[config.mk]
export PLATFORM = sky130hd
export DESIGN_NAME = pipe_run_ctrl
export DESIGN_NICKNAME = d
export VERILOG_FILES = /design/src/rtl/pipe_run_ctrl.sv
export SDC_FILE = /design/constraint.sdc
export NUM_CORES = 1
export LEC_CHECK = 0
export BUFFER_PORTS_ARGS = -buffer_cell sky130_fd_sc_hd__buf_2
export CORE_MARGIN = 1
export CORE_UTILIZATION = 53
export CTS_CLUSTER_DIAMETER = 40
export DETAILED_ROUTE_END_ITERATION = 6
export GPL_TIMING_DRIVEN = 0
export PLACE_DENSITY = 0.85
export SYNTH_ARGS = -nofsm -noshare
export SYNTH_HDL_FRONTEND = slang
export SYNTH_SLANG_ARGS = --single-unit
[constraint.sdc]
create_clock -name clk -period 5.2 [get_ports clk]
set_input_delay 0 -clock clk [delete_from_list [all_inputs] [get_ports clk]]
set_output_delay 0 -clock clk [all_outputs]
set_load 0.02 [all_outputs]
[src/rtl/pipe_run_ctrl.sv]
// Run/step/breakpoint controller and stall scheduler for the 5-stage pipeline.
// Merges per-stage stall requests with debug commands into one stall vector
// and keeps an active-cycle counter for the observer.
module pipe_run_ctrl #(
  parameter bit          RUN_ON_RESET = 1'b1,
  parameter int unsigned ADDR_W       = 32,
  parameter int unsigned STEP_W       = 8,
  parameter int unsigned CNT_W        = 32
) (
  input  logic              clk,
  input  logic              rst,
  input  logic              run_i,
  input  logic              halt_i,
  input  logic              step_i,
  input  logic [STEP_W-1:0] step_cnt_i,
  input  logic              bp_en_i,
  input  logic [ADDR_W-1:0] bp_addr_i,
  input  logic [ADDR_W-1:0] pc_i,
  input  logic              stallreq_id_i,
  input  logic              stallreq_ex_i,
  input  logic              cnt_clr_i,
  output logic [5:0]        stall_o,
  output logic [1:0]        state_o,
  output logic              halted_o,
  output logic              bp_hit_o,
  output logic [STEP_W-1:0] step_left_o,
  output logic [CNT_W-1:0]  cycle_cnt_o
);

  typedef enum logic [1:0] {
    S_HALT  = 2'd0,
    S_RUN   = 2'd1,
    S_STEP  = 2'd2,
    S_BREAK = 2'd3
  } state_t;

  state_t             state_q;
  logic [STEP_W-1:0]  step_left_q;
  logic               bp_skip_q;
  logic               bp_hit_q;
  logic [CNT_W-1:0]   cnt_q;

  logic               active;
  logic               bp_match;
  logic               advance;
  logic               step_ok;

  // Breakpoint detection, stall vector merge and advance qualifier
  always_comb begin
    active   = (state_q == S_RUN) || (state_q == S_STEP);
    bp_match = bp_en_i && (pc_i == bp_addr_i) && !bp_skip_q && active;
    step_ok  = step_i && (step_cnt_i != '0);
    if (rst || !active || bp_match) begin
      stall_o = 6'b111111;
    end else if (stallreq_ex_i) begin
      stall_o = 6'b001111;
    end else if (stallreq_id_i) begin
      stall_o = 6'b000111;
    end else begin
      stall_o = 6'b000000;
    end
    advance = ~stall_o[0];
  end

  // Run-control FSM, step counter, breakpoint skip/hit flags and cycle counter
  always_ff @(posedge clk or posedge rst) begin
    if (rst) begin
      state_q     <= RUN_ON_RESET ? S_RUN : S_HALT;
      step_left_q <= '0;
      bp_skip_q   <= 1'b0;
      bp_hit_q    <= 1'b0;
      cnt_q       <= '0;
    end else begin
      bp_hit_q <= bp_match && !halt_i;

      // Skip is only ever set from BREAK, where advance is 0, so a later set wins cleanly
      if (advance) begin
        bp_skip_q <= 1'b0;
      end

      if (cnt_clr_i) begin
        cnt_q <= '0;
      end else if (active && (stall_o != 6'b111111)) begin
        cnt_q <= cnt_q + CNT_W'(1);
      end

      if (halt_i) begin
        state_q <= S_HALT;
        if (state_q == S_STEP) begin
          step_left_q <= '0;
        end
      end else if (bp_match) begin
        state_q <= S_BREAK;
      end else begin
        case (state_q)
          S_HALT: begin
            if (run_i) begin
              state_q <= S_RUN;
            end else if (step_ok) begin
              state_q     <= S_STEP;
              step_left_q <= step_cnt_i;
            end
          end
          S_RUN: begin
          end
          S_STEP: begin
            if (advance) begin
              step_left_q <= step_left_q - STEP_W'(1);
              if (step_left_q == STEP_W'(1)) begin
                state_q <= S_HALT;
              end
            end
          end
          S_BREAK: begin
            if (run_i) begin
              state_q   <= S_RUN;
              bp_skip_q <= 1'b1;
            end else if (step_ok) begin
              state_q     <= S_STEP;
              step_left_q <= step_cnt_i;
              bp_skip_q   <= 1'b1;
            end
          end
          default: state_q <= S_HALT;
        endcase
      end
    end
  end

  assign state_o     = state_q;
  assign halted_o    = (state_q == S_HALT) || (state_q == S_BREAK);
  assign bp_hit_o    = bp_hit_q;
  assign step_left_o = step_left_q;
  assign cycle_cnt_o = cnt_q;

endmodule
==> impl_summary.log, run 1 <==
INFO  metric cts-htree-levels = 2
INFO  metric asyncSetResetFlopFracSynth = 1.00
INFO  metric pwr_density_cell = around 340 nW/um^2
INFO  metric layout-area-overhead-vs-synth = 27.7%
INFO  metric first_iter_violations = around 210
INFO  metric adder_cell_fraction_of_synth_area = 0.0235
INFO  metric clk-insertion-delay-late = roughly 0.3 ns
INFO  metric minimum_setup_slack_after_placement = slightly above 2 ns
INFO  metric worst_ir_drop_vdd = roughly 0.20 mV
INFO  metric power.leakage = between 1.5 and 2 nW
INFO  metric cts_tree = yes
INFO  metric placed_cell_area = between 3000 and 4000 sq um
INFO  metric initial_util = 0.566
INFO  metric core.rowCount = 27
INFO  metric seq_area = between 1000 and 1500 sq um
INFO  metric worst-path-max-fanout = 11
INFO  metric holdCritPathClass = input port to register
INFO  metric worstPathArrival = ~3.4 ns
INFO  metric grt_antenna_before_repair = 1
INFO  metric global_route_total_usage_across_every_layer = 0.297
INFO  metric outcome = completed
INFO  metric post_route_cells_drive_above_1_share = 0.316
INFO  metric core = 5640 sq um
INFO  metric placement.io_buffers = roughly 130
INFO  metric synth_xor_xnor_area_share = 0.0961
INFO  metric worstReg2RegEnd = cycle_cnt_o[1]$_DFFE_PP0P_
INFO  metric synth-edff-count = 0
INFO  metric synth_cells = 368
INFO  metric crit_path_end = stall_o[3]
INFO  metric grt_max_degree = 28
INFO  metric total_via_count_after_detailed_routing = between 3,000 and 4,000
INFO  metric fin_ws = about 1.8 ns
INFO  metric layout.cell_area.non_filler = just over 4000 sq um
INFO  metric setup-tns-final = 0 ns
INFO  metric cp.required = around 5.2 ns
INFO  metric place.gp.congestion = around 0.9
INFO  metric synth.yosys.seq_area_share = 0.345
INFO  metric grt_pass1_wl = around 15,000 um
INFO  metric final.hold.worst_slack = between 0.02 and 0.03 ns
INFO  metric layout_min_cycle_time = 3.42 ns
INFO  metric clock-skew-final = about 0.013 ns
INFO  metric clock_sinks = between 40 and 50
INFO  metric ports = 131
INFO  metric crit_type = register to primary output
INFO  metric drt-wirelength-per-cell = 15.7 um
INFO  metric route.detailed.vias_per_inst = between 6 and 7
INFO  metric detailedRoute.firstPassIterationCount = 5
INFO  metric clk_path_buf_depth = 2
INFO  metric reg2regPathDepth = 10
INFO  metric clk_pin_slew = about 0.090 ns
INFO  metric drv_slew = 0
INFO  metric worst_setup_path_start_kind = register
INFO  metric setup_viol = 0
INFO  metric post_route_fraction_of_the_period_consumed_by_the_critical_path = 0.657
INFO  metric post_synth_instance_area = ~3200 sq um
INFO  metric rsz_0062_raised_after_global_routing = false
INFO  metric die_area = about 6300 sq um
INFO  metric die-width = 79.6 um
INFO  metric synth_cell_types = 50
INFO  metric timing.rr.start = state_o[0]$_DFFE_PP1P_
INFO  metric filler_cell_count = between 400 and 500
INFO  metric actual_slew_at_the_worst_max_slew_pin = between 0.7 and 0.8 ns
INFO  metric timing.fmax = roughly 290 MHz
INFO  metric post_synth_and_or_nand_nor_area_fraction = 0.285
INFO  metric finalWirelength = 9100 um
INFO  metric yosysWarningCount = 0
INFO  metric drv.max_cap_violation_count = 0
INFO  metric final_antenna_net_count = 0
INFO  metric finalNetCount = slightly below 600
INFO  metric drc = 0
INFO  metric timing.critical_path.from = state_o[0]$_DFFE_PP1P_
INFO  metric final-hold-violation-count = 0
INFO  metric cts-buffers-inserted = 5
INFO  metric dpl.hpwl = approximately 7000 um
INFO  metric overflow = 0
INFO  metric first_global_vias = between 3,000 and 4,000
INFO  metric slew_headroom = 0.503
INFO  metric r2r_setup_slack = between 1.5 and 2 ns
INFO  metric avgSynthCellArea = approximately 8.7 sq um
INFO  metric complex_gate_fraction_of_the_synthesized_area = 0.175
INFO  metric ctsRootBufferMaster = clkbuf_8
INFO  metric multi_input_comb_area = about 1900 sq um
INFO  metric mappedNetlistNets = around 460
INFO  metric main_combinational_cell_family_by_area_after_synthesis = simple AND/OR/NAND/NOR gates
INFO  metric synth_seq_cells = 44
INFO  metric worstSetupEndpointType = primary output
INFO  metric post_synthesis_mux_area_share = 0.0298
INFO  metric synth_ff_type = dfrtp_1
INFO  metric fin_total_pwr = around 1.4 mW
INFO  metric dieHeight = ~80 um
-- metal layers --
| layer | share of wire | vias up | global-route usage |
|---|---|---|---|
| met5 | 0 | - | 0 |
| met4 | 0.015 | 0 | 0.118 |
| met3 | 0.062 | 15 | 0.0434 |
| met2 | 0.51 | 170 | 0.526 |
| met1 | 0.41 | 1649 | 0.360 |
| li1 | - | 1652 | - |
-- logic make-up after synthesis --
kind of cell / count (synthesis)
muxes: 9
and+or+nand+nor: 157
AOI/OAI and AO/OA: 85
xor gates and xnor gates: 35
adders and majority gates: 6
DFF: 44
buffers and inverters: 32
-- power breakdown --
group,leakage [nW],switching [mW],internal (mW),total [mW]
logic,1.20,0.431,0.248,0.679
clock network,0.0614,0.124,0.157,0.281
registers,0.601,0.0444,0.384,0.428
-- layout by cell type (no fill, tap or decap), types with 8 or more instances in the layout --
master / Yosys / layout
dfrtp_1: 43 / 43
xor2_1: 33 / 33
o31ai_1: 20 / 20
nand2_1: 27 / 27
o21ai_0: 11 / 11
inv_1: 11 / 10
a21oi_1: 33 / 33
buf_2: 3 / 131
nand4_1: 10 / 10
or3_1: 12 / 12
nor4_1: 16 / 16
clkbuf_1: 13 / 13
nor3_1: 8 / 8
nor2_1: 24 / 24
or4_1: 22 / 22
nand3_1: 10 / 10
-- registers in the layout, indices dropped and copies added, names as in the netlist --
name	count
bp_skip_q	1
step_left_o	8
cycle_cnt_o	32
bp_hit_o	1
state_o	2
-- synth_stat cells (11+ instances only) --
cell type	count	area share
nor4_1	16	0.031
o31ai_1	20	0.047
dfrtp_1	43	0.34
nor2_1	24	0.028
o21ai_0	11	0.017
or3_1	12	0.024
xor2_1	33	0.091
or4_1	22	0.052
inv_1	11	0.013
a21oi_1	33	0.052
clkbuf_1	13	0.015
nand2_1	27	0.032
-- worst min-delay path by stage --
stage / end / from / depth (start not counted) / slack, ns
finish: step_left_o[6]$_DFFE_PP0P_ / step_cnt_i[6] / 3 / 0.03
global route: step_left_o[6]$_DFFE_PP0P_ / step_cnt_i[6] / 3 / 0.05
CTS: step_left_o[6]$_DFFE_PP0P_ / step_cnt_i[6] / 3 / 0.02
detailed placement: step_left_o[1]$_DFFE_PP0P_ / rst / 2 / 0.05
global placement: step_left_o[6]$_DFFE_PP0P_ / step_cnt_i[6] / 3 / 0.31
floorplan: stall_o[3] / stallreq_ex_i / 1 / 0.14
-- what timing repair did --
| item | 4_1_cts | 5_1_grt |
|---|---|---|
| hold endpoints to repair | 17 | 0 |
| hold buffers | 1 | 0 |
| setup buffers | 0 | 0 |
| gates resized for setup | 0 | 0 |
-- worst max-delay path, cell delays in order, from the launching register on --
cell and delay [ns]:
dfstp_2 0.57, inv_1 0.08, ha_1 0.36, or3b_1 0.41, nor2_1 0.15, nand4_1 0.22, o31ai_4 0.44, buf_2 0.29
buf_2 0.30, or2_2 0.16, buf_2 0.15
-- metrics by stage --
step	utilization	cells
2_1_floorplan	-	368
3_3_place_gp	0.695	568
3_5_place_dp	0.699	569
4_1_cts	0.722	578
5_1_grt	0.722	579
6_report	0.722	579
-- layout make-up --
type | count | share of cell area
Antenna cell | 1 | 0.000614
Inverter | 11 | 0.0101
Clock inverter | 2 | 0.00952
Buffer | 21 | 0.0249
Tap cell | 72 | 0.0221
Multi-Input combinational cell | 292 | 0.477
Clock buffer | 6 | 0.0203
Sequential cell | 44 | 0.270
Timing Repair Buffer | 130 | 0.165
No activity file was read; power rests on OpenSTA's default activity.
==> run 2, diff against run 1 <==
Settings changed: ABC_AREA from default to 1, CORE_UTILIZATION 53 to 46, PLACE_DENSITY 0.85 to 0.76.
Clock period 5.2 ns to 3 ns, I/O delays scaled along.
==> impl_summary.log, run 2 <==
INFO  metric layout_min_cycle_time = 2.69 ns
INFO  metric clk_path_buf_depth = 2
INFO  metric dieHeight = between 90 and 100 um
INFO  metric first_iter_violations = 255
INFO  metric avgSynthCellArea = a little under 7 sq um
INFO  metric synth_cell_types = 42
INFO  metric worstPathArrival = 2.69 ns
INFO  metric adder_cell_fraction_of_synth_area = 0.0204
INFO  metric core.rowCount = 32
INFO  metric placement.io_buffers = around 130
INFO  metric buffers_inserted_during_post_cts_setup_optimization = 0
INFO  metric cts-buffers-inserted = 5
INFO  metric yosysWarningCount = 0
INFO  metric mostFrequentLayoutCells = nand2_1 (136), buf_2 (130), nor2_1 (64)
INFO  metric worst_setup_path_start_kind = register
INFO  metric clockPowerShare = 0.214
INFO  metric rsz_0062_raised_after_global_routing = false
INFO  metric final_antenna_net_count = 0
INFO  metric antenna-diode-count = 0
INFO  metric initial_util = 0.477
INFO  metric dpl.hpwl = 8730 um
INFO  metric actual_slew_at_the_worst_max_slew_pin = about 0.53 ns
INFO  metric crit_path_end = stall_o[5]
INFO  metric place.gp.congestion = 0.909
INFO  metric finalNetCount = 762
INFO  metric synth.top_cells.by_area = dfrtp_1 (29%), nand2_1 (14%), inv_1 (6.5%), nor2_1 (6.5%), xor2_1 (6.2%)
INFO  metric pwr_density_cell = 454 nW/um^2
INFO  metric grt_pass1_wl = 17,300 um
INFO  metric timing.fmax = 372 MHz
INFO  metric grt_max_degree = 40
INFO  metric overflow = 0
INFO  metric synth.top_cells.by_count = nand2_1 (136), inv_1 (64), nor2_1 (64)
INFO  metric complex_gate_fraction_of_the_synthesized_area = 0.106
INFO  metric clk_pin_slew = ~0.080 ns
INFO  metric final-hold-violation-count = 0
INFO  metric timing.critical_path.from = state_o[0]$_DFFE_PP1P_
INFO  metric holdCritPathClass = input port to register
INFO  metric layout.cell_area.non_filler = 4600 sq um
INFO  metric worstReg2RegEnd = cycle_cnt_o[11]$_DFFE_PP0P_
INFO  metric post_route_cells_drive_above_1_share = 0.268
INFO  metric synth_xor_xnor_area_share = 0.0998
INFO  metric global_route_total_usage_across_every_layer = 0.258
INFO  metric ports = ~130
INFO  metric core = 7730 sq um
INFO  metric most_frequent_standard_cell_in_the_layout_excluding_fill_and_tap_cells = nand2_1
INFO  metric timing.rr.start = state_o[0]$_DFFE_PP1P_
INFO  metric reg2regPathDepth = 15
INFO  metric finish.utilization = 0.596
INFO  metric finalWirelength = 10,600 um
INFO  metric largest_area_contributor_in_the_synthesized_netlist = dfrtp_1
INFO  metric clock_sinks = 44
INFO  metric switching_share = 0.412
INFO  metric setup-tns-final = 0 ns
INFO  metric post_route_fraction_of_the_period_consumed_by_the_critical_path = 0.896
INFO  metric main_combinational_cell_family_by_area_after_synthesis = simple AND/OR/NAND/NOR gates
INFO  metric power_report.internal_total = between 1 and 1.5 mW
INFO  metric post_synthesis_mux_area_share = 0
INFO  metric total_via_count_after_detailed_routing = about 4,100
INFO  metric net-switching-power = 0.860 mW
INFO  metric drt-wirelength-per-cell = around 14 um
INFO  metric mappedNetlistNets = approximately 620
INFO  metric clock-skew-final = 0.0170 ns
INFO  metric largest_reg_flops = 32
INFO  metric asyncSetResetFlopFracSynth = 1.00
INFO  metric cts_tree = yes
INFO  metric cp.required = roughly 3.0 ns
INFO  metric yosys.cell_count.top_type = nand2_1
INFO  metric placed_cell_area = 4480 sq um
INFO  metric r2r_setup_slack = 0.52 ns
INFO  metric layout-area-overhead-vs-synth = 24.8%
INFO  metric crit_type = register to primary output
INFO  metric ctsRootBufferMaster = clkbuf_8
INFO  metric post_synth_and_or_nand_nor_area_fraction = 0.384
INFO  metric post_synth_instance_area = between 3000 and 4000 sq um
INFO  metric share_seq_of_total_power = 0.356
INFO  metric synth_seq_cells = 44
INFO  metric synth_ff_type = dfrtp_1
INFO  metric outcome = completed
INFO  metric synth-edff-count = 0
INFO  metric filler_cell_count = about 750
INFO  metric fraction_of_synthesized_cell_area_taken_by_the_top_area_cell_type = 0.292
INFO  metric route.detailed.vias_per_inst = between 5 and 6
INFO  metric clk-insertion-delay-late = approximately 0.3 ns
INFO  metric synth.yosys.seq_area_share = 0.299
INFO  metric die-width = slightly above 90 um
INFO  metric power.leakage = ~2.3 nW
INFO  metric slew_headroom = 0.644
INFO  metric worstSetupEndpointType = primary output
INFO  metric synth_cells = roughly 540
INFO  metric detailedRoute.firstPassIterationCount = 5
INFO  metric grt_antenna_before_repair = 0
INFO  metric drv_slew = 0
INFO  metric worst_ir_drop_vdd = ~0.34 mV
INFO  metric first_global_vias = 3,858
INFO  metric drv.max_cap_violation_count = 0
INFO  metric cts-htree-levels = 2
INFO  metric pwr-share-comb = 0.429
INFO  metric setup_viol = 0
INFO  metric drc = 0
INFO  metric die_area = between 8000 and 9000 sq um
INFO  metric worst-path-max-fanout = 11
## run 2: cell types whose count changed in the layout (fill, tap and decap cells not counted), moves of 10 or more
cell / before / now
a21oi_1: 33 / 10
inv_1: 10 / 63
nand2_1: 27 / 136
nand3_1: 10 / 36
nand4_1: 10 / 20
nor2_1: 24 / 64
nor3_1: 8 / 18
o21ai_2: 0 / 16
o31ai_1: 20 / 8
or3_1: 12 / 0
or4_1: 22 / 0
xnor2_1: 2 / 16
## run 2: area by class of cell
cell class / instances / area [sq um] / share of cell area
Inverter: 67 / 251 / 0.0546
Clock buffer: 6 / 72.6 / 0.0158
Timing Repair Buffer: 131 / 681 / 0.148
Buffer: 13 / 85.1 / 0.0185
Multi-Input combinational cell: 413 / 2250 / 0.488
Sequential cell: 44 / 1100 / 0.239
Clock inverter: 2 / 35.0 / 0.00761
Tap cell: 102 / 128 / 0.0277
## run 2: metrics by stage
step	setup WS, ns	hold WS, ns	cells	total power [mW]
floorplan	0.580	0.142	537	1.36
global placement	0.531	0.291	767	1.62
detailed placement	0.508	-0.0880	768	1.64
global route	0.127	0.0834	778	2.24
finish	0.311	0.0745	778	2.09
CTS	0.282	0.0662	778	2.10
## run 2: layer usage
metal,vias to the layer above,wire (um),track usage
met5,-,0,0
met3,10,577,0.0293
met2,166,5470,0.481
met4,0,119,0.0648
li1,2025,-,-
met1,1851,4480,0.312
## run 2: logic make-up after synthesis
family          Yosys count
compound gates           57
xor+xnor                 42
fa+ha+maj                 6
buf+inv                  80
flops                    44
simple gates            308
## run 2: power groups by stage
| stage | clock network (mW) | registers, mW | logic, mW |
|---|---|---|---|
| after floorplan | 0 | 0.802 | 0.558 |
| after global placement | 0 | 0.751 | 0.872 |
| after detailed placement | 0 | 0.751 | 0.894 |
| after CTS | 0.458 | 0.742 | 0.899 |
| after global routing | 0.479 | 0.759 | 0.999 |
| final | 0.447 | 0.744 | 0.897 |
## run 2: worst max-delay path, cell delays in order (launching register included)
cell	delay [ns]
dfstp_2	0.57
inv_1	0.05
ha_1	0.40
inv_2	0.09
nand2_1	0.08
nor2_1	0.10
nand2_1	0.08
nor2_2	0.09
nand2_2	0.07
nor2_4	0.12
nand3_4	0.13
nand2_4	0.16
buf_4	0.20
buf_4	0.11
buf_2	0.15
## run 2: repair_timing
item	in CTS	in global routing
hold buffers	2	0
gates resized for setup	0	0
endpoints found under the hold margin	44	0
## run 2: worst min path at each step
| stage | endpoint | slack, ns | from | cells after the start |
|---|---|---|---|---|
| floorplan | stall_o[3] | 0.14 | stallreq_ex_i | 1 |
| global placement | bp_hit_o$_DFF_PP0_ | 0.29 | halt_i | 2 |
| detailed placement | step_left_o[4]$_DFFE_PP0P_ | -0.09 | rst | 2 |
| CTS | step_left_o[1]$_DFFE_PP0P_ | 0.07 | step_cnt_i[1] | 5 |
| global route | step_left_o[4]$_DFFE_PP0P_ | 0.08 | step_cnt_i[4] | 5 |
| finish | step_left_o[4]$_DFFE_PP0P_ | 0.07 | step_cnt_i[4] | 5 |
